`src/rtl/mult8x8_ctrl_if.sv`:
```
// Control bundle between the 8x8 shift-and-add multiplier sequencer and its requester/datapath.
// The slave modport is the sequencer; the master side issues start and observes the controls.
interface mult8x8_ctrl_if;
  logic       start;
  logic [1:0] input_sel;
  logic [1:0] shift_sel;
  logic       acc_ena;
  logic       acc_sclr_n;
  logic       busy;
  logic       done;
  logic       err;
  logic [2:0] state_out;

  modport slave (
    input  start,
    output input_sel,
    output shift_sel,
    output acc_ena,
    output acc_sclr_n,
    output busy,
    output done,
    output err,
    output state_out
  );

  modport master (
    output start,
    input  input_sel,
    input  shift_sel,
    input  acc_ena,
    input  acc_sclr_n,
    input  busy,
    input  done,
    input  err,
    input  state_out
  );
endinterface

```
`src/rtl/mult8x8_ctrl.sv`:
```
// Sequencer for the 8x8 shift-and-add multiplier: walks four nibble partial products through a
// 4x4 multiplier, shifter and accumulator, pulses done, and traps start re-asserted mid-operation.
module mult8x8_ctrl (
  input  logic          clk,
  input  logic          aclr_n,
  mult8x8_ctrl_if.slave bus
);

  typedef enum logic [2:0] {
    StIdle = 3'd0,
    StLsb  = 3'd1,
    StMid  = 3'd2,
    StMsb  = 3'd3,
    StDone = 3'd4,
    StErr  = 3'd5
  } state_e;

  state_e     state_q, state_d;
  logic       mid_cnt_q, mid_cnt_d;
  logic [1:0] input_sel, shift_sel;
  logic       acc_ena, acc_sclr_n, busy, done, err;
  logic       accept;

  // The Mealy clear must stay quiet while reset is held, even if start is toggling.
  assign accept = bus.start & aclr_n;

  always_ff @(posedge clk or negedge aclr_n) begin
    if (!aclr_n) begin
      state_q   <= StIdle;
      mid_cnt_q <= 1'b0;
    end else begin
      state_q   <= state_d;
      mid_cnt_q <= mid_cnt_d;
    end
  end

  always_comb begin
    state_d    = state_q;
    mid_cnt_d  = 1'b0;
    input_sel  = 2'd0;
    shift_sel  = 2'd0;
    acc_ena    = 1'b0;
    acc_sclr_n = 1'b1;
    busy       = 1'b0;
    done       = 1'b0;
    err        = 1'b0;

    case (state_q)
      StIdle, StErr: begin
        err = (state_q == StErr);
        if (accept) begin
          acc_ena    = 1'b1;
          acc_sclr_n = 1'b0;
          state_d    = StLsb;
        end
      end
      StLsb: begin
        acc_ena = 1'b1;
        busy    = 1'b1;
        state_d = bus.start ? StErr : StMid;
      end
      StMid: begin
        input_sel = mid_cnt_q ? 2'd2 : 2'd1;
        shift_sel = 2'd1;
        acc_ena   = 1'b1;
        busy      = 1'b1;
        if (bus.start) begin
          state_d = StErr;
        end else if (!mid_cnt_q) begin
          state_d   = StMid;
          mid_cnt_d = 1'b1;
        end else begin
          state_d = StMsb;
        end
      end
      StMsb: begin
        input_sel = 2'd3;
        shift_sel = 2'd2;
        acc_ena   = 1'b1;
        busy      = 1'b1;
        state_d   = bus.start ? StErr : StDone;
      end
      StDone: begin
        done    = 1'b1;
        state_d = StIdle;
      end
      default: state_d = StIdle;
    endcase
  end

  assign bus.input_sel  = input_sel;
  assign bus.shift_sel  = shift_sel;
  assign bus.acc_ena    = acc_ena;
  assign bus.acc_sclr_n = acc_sclr_n;
  assign bus.busy       = busy;
  assign bus.done       = done;
  assign bus.err        = err;
  assign bus.state_out  = state_q;

endmodule

```
`src/flat_wrapper.sv`:
```
// flat-port wrapper written by rule: the top's interface ports become plain ports
module mult8x8_ctrl_flat 
  (clk, aclr_n, bus_start, bus_input_sel, bus_shift_sel, bus_acc_ena, bus_acc_sclr_n, bus_busy, bus_done, bus_err, bus_state_out);
  mult8x8_ctrl_if bus_i ();
  input  logic clk;
  input  logic aclr_n;
  input wire logic [$bits(bus_i.start)-1:0] bus_start;
  output wire logic [$bits(bus_i.input_sel)-1:0] bus_input_sel;
  output wire logic [$bits(bus_i.shift_sel)-1:0] bus_shift_sel;
  output wire logic [$bits(bus_i.acc_ena)-1:0] bus_acc_ena;
  output wire logic [$bits(bus_i.acc_sclr_n)-1:0] bus_acc_sclr_n;
  output wire logic [$bits(bus_i.busy)-1:0] bus_busy;
  output wire logic [$bits(bus_i.done)-1:0] bus_done;
  output wire logic [$bits(bus_i.err)-1:0] bus_err;
  output wire logic [$bits(bus_i.state_out)-1:0] bus_state_out;
  assign bus_i.start = bus_start;
  assign bus_input_sel = bus_i.input_sel;
  assign bus_shift_sel = bus_i.shift_sel;
  assign bus_acc_ena = bus_i.acc_ena;
  assign bus_acc_sclr_n = bus_i.acc_sclr_n;
  assign bus_busy = bus_i.busy;
  assign bus_done = bus_i.done;
  assign bus_err = bus_i.err;
  assign bus_state_out = bus_i.state_out;
  mult8x8_ctrl u_core (.clk(clk), .aclr_n(aclr_n), .bus(bus_i));
endmodule
```
`config.mk`:
```
export PLATFORM = sky130hd
export DESIGN_NAME = mult8x8_ctrl_flat
export DESIGN_NICKNAME = d
export VERILOG_FILES = /design/src/rtl/mult8x8_ctrl_if.sv /design/src/rtl/mult8x8_ctrl.sv /design/src/flat_wrapper.sv
export SDC_FILE = /design/constraint.sdc
export NUM_CORES = 1
export LEC_CHECK = 0
export BUFFER_PORTS_ARGS = -buffer_cell sky130_fd_sc_hd__buf_2
export CAP_MARGIN = 5
export CORE_AREA = 2 2 39 41
export CTS_BUF_LIST = sky130_fd_sc_hd__clkbuf_4 sky130_fd_sc_hd__clkbuf_8
export DETAILED_ROUTE_END_ITERATION = 8
export DIE_AREA = 0 0 41 43
export SKIP_CTS_REPAIR_TIMING = 1
export SYNTH_ARGS = -nofsm -noshare
export SYNTH_HDL_FRONTEND = slang
export SYNTH_SLANG_ARGS = --single-unit
```
`constraint.sdc`:
```
create_clock -name clk -period 1.6 [get_ports clk]
set_clock_uncertainty 0.2 [all_clocks]
set_input_delay 0.08 -clock clk [delete_from_list [all_inputs] [get_ports clk]]
set_output_delay 0.08 -clock clk [all_outputs]
set_load 0.02 [all_outputs]
```
==> results.yml <==
cells_and_area:
  antenna_cells: 0
  final_area_um2: 448
  nets: 62
  drive_above_1_share_pct: 50.9
  final_cells: 73
  syn_to_final_growth_pct: 54.3
drt:
  dr_total_vias: 322
  drt_wl_total_um: 831
  antenna_left: 0
  viasPerCell: 4.41
  first_iter_violations: 4
  drcViolationCount: 0
  first_pass_iters: 2
  wire_per_inst_um: 11.4
critical_path:
  cp_max_fo: 6
  crit_buf_inv: 1
  cpLargestDelayFamily: "flip-flops"
  slowest_delay_ns: 0.44
  critPathLaunchType: "flop"
  critPathKind: "flop to primary output"
  worstPathArrival_ns: 1.33
  cpMaxStageDelayCell: "dfrtp_2"
  end_kind: "primary output"
  path_cells: "xor2_1 -> or3_1 -> buf_6"
  crit_required_ns: 1.32
status:
  status: "finished, violations left"
  violations: "hold timing, setup timing"
sta:
  finalSetupTns_ns: -0.00592
  finalCritPeriodShare_pct: 100
  setup_viol: 1
  worst_slew_pin_slew_ns: 0.220
  slew_headroom_pct: 85.3
  max_freq_ghz: 0.623
  layout_min_cycle_time_ns: 1.61
  setup_ws_ns: -0.00592
  report.final.slew_viol_count: 0
  whs_ns: -0.0254
  rsz0062_at_grt: "true"
  hold_viol: 1
cts:
  cts.path.max_buffers: 2
  cts_max_level: 1
  path_clk_slew_ns: 0.04
  clock-sinks: 4
  cts_tree: "yes"
  cts_inserted_buffers: 3
  clock_latency_ns: 0.25
  root_buffer: "clkbuf_4"
logic_synthesis:
  ys_warn_count: 0
  synth_top_area_cell: "dfrtp_1"
  ys_ff_latch: 4
  seq_area_frac_synth_pct: 34.5
  synth_cell_type_count: 20
  synthTopCellsByArea: "dfrtp_1 (34%), nor2_1 (10%), buf_2 (5.2%), nor3_1 (5.2%), nor3b_1 (5.2%)"
  netlist_area_um2: 290
  netlist_instances: 37
  synth_most_common_cell: "nor2_1"
  syn_area_per_cell_um2: 7.85
  synth_top_area_share_pct: 34.5
  synth_common_cells: "nor2_1 (8), dfrtp_1 (4), buf_2 (3), nor3_1 (3)"
  ys.flop_type: "dfrtp_1"
  synth_edf_count: 0
  synth_nets: 40
  async_flop_share_pct: 100
pwr:
  ir_worst_vdd_v: 0.000670
  p_int_uw: 517
  seq_power_share_pct: 20.8
  clock_power_share_pct: 13.5
  combPwrFrac_pct: 65.8
  total_power_mw: 1.01
  p_per_area_nw_per_um2: 2260
  switching_share_pct: 48.9
  p_sw_uw: 495
  leakage_nw: 0.226
die:
  pin_count: 15
  core-area_um2: 1380
  die_y_um: 43
  die_area_um2: 1760
  start_util_pct: 21.0
  num_rows: 14
  fp.dieW_um: 41
place:
  placed_area_um2: 369
  placement.io_buffers: 14
  dp.cells: 65
  routabilityCongestion: 0.800
  dp_hpwl_um: 530
hold_path:
  hold_path.class: "input port to flop"
flow_run:
  drv_cap: 0
global_route:
  grt_use_total_pct: 10.4
  grt_pass1_vias: 291
  grt_pass1_wl_mm: 1.19
  grt_max_degree: 13
  overflow: 0
  antenna_found_initial: 0
[flip-flops by register name, indices dropped and copies added (netlist names)]
register              count
u_core.mid_cnt_q          1
u_core.bus.state_out      3
[layout make-up]
| type | instances | area (um^2) |
|---|---|---|
| Clock buffer | 3 | 22.5 |
| Fill cell | 156 | 936 |
| Inverter | 1 | 3.75 |
| Multi-Input combinational cell | 28 | 166 |
| Sequential cell | 4 | 104 |
| Tap cell | 16 | 20.0 |
| Timing Repair Buffer | 21 | 131 |
[power groups by stage]
stage | sequential (mW) | clock [mW] | combinational, mW
2_1_floorplan | 0.209 | 0 | 0.426
3_3_place_gp | 0.217 | 0 | 0.573
3_5_place_dp | 0.218 | 0 | 0.568
4_1_cts | 0.218 | 0.137 | 0.570
5_1_grt | 0.220 | 0.147 | 0.733
6_report | 0.210 | 0.136 | 0.666
[final timing paths]
check	start	slack, ns	depth (start not counted)	end
worst max-delay path	u_core.bus.state_out[0]	-0.006	3	bus_acc_sclr_n
worst min-delay path	bus_start	-0.03	3	u_core.bus.state_out[0]
worst min register to register	u_core.mid_cnt_q	0.31	3	u_core.mid_cnt_q
max in group asynchronous	aclr_n	0.94	2	u_core.bus.state_out[0]
worst max register to register	u_core.bus.state_out[0]	0.31	4	u_core.bus.state_out[0]
min in group asynchronous	aclr_n	0.05	2	u_core.bus.state_out[2]
[cells in the final DEF, fill, tap and decap left out]
cell type,n
buf_2,13
nor2_1,7
buf_4,4
nor3_1,3
clkbuf_4,3
dfrtp_2,3
nand2b_1,2
nor3b_1,2
dlygate4sd3_1,2
nor2_2,1
nor2b_1,1
nand2_2,1
a21oi_2,1
a31o_2,1
inv_1,1
and2b_1,1
xor2_1,1
or3_1,1
nand2_1,1
a21oi_1,1
a211oi_1,1
o21ai_0,1
o221ai_1,1
xnor2_1,1
buf_6,1
clkbuf_2,1
dfrtp_1,1
[per-layer routing]
metal	global-route usage, %	vias to the layer above	routed length (um)
li1	-	165	-
met1	13.9	143	371
met2	12.2	12	388
met3	3.14	2	50
met4	10.0	0	21
met5	0	-	0
[through the flow]
step,utilization [%],setup WS (ns)
after floorplan,-,0.0855
after global placement,26.7,0.208
after detailed placement,26.7,0.209
after CTS,28.3,-0.0547
after global routing,32.4,-0.0441
final,32.4,-0.00592
[tightest hold or removal path, stage by stage]
cell	delay [ns]
buf_2	0.15
o21ai_0	0.08
o221ai_1	0.06
[cells by family (layout without fill, tap and decap cells)]
| group | count (synthesis) | after routing | synth area share (%) |
|---|---|---|---|
| simple gates | 20 | 20 | 35.3 |
| compound gates | 6 | 6 | 13.8 |
| buf+inv | 5 | 25 | 10.3 |
| xor+xnor | 2 | 2 | 6.04 |
| flops | 4 | 4 | 34.5 |
Note: power is estimated with default switching activity, not from simulation.
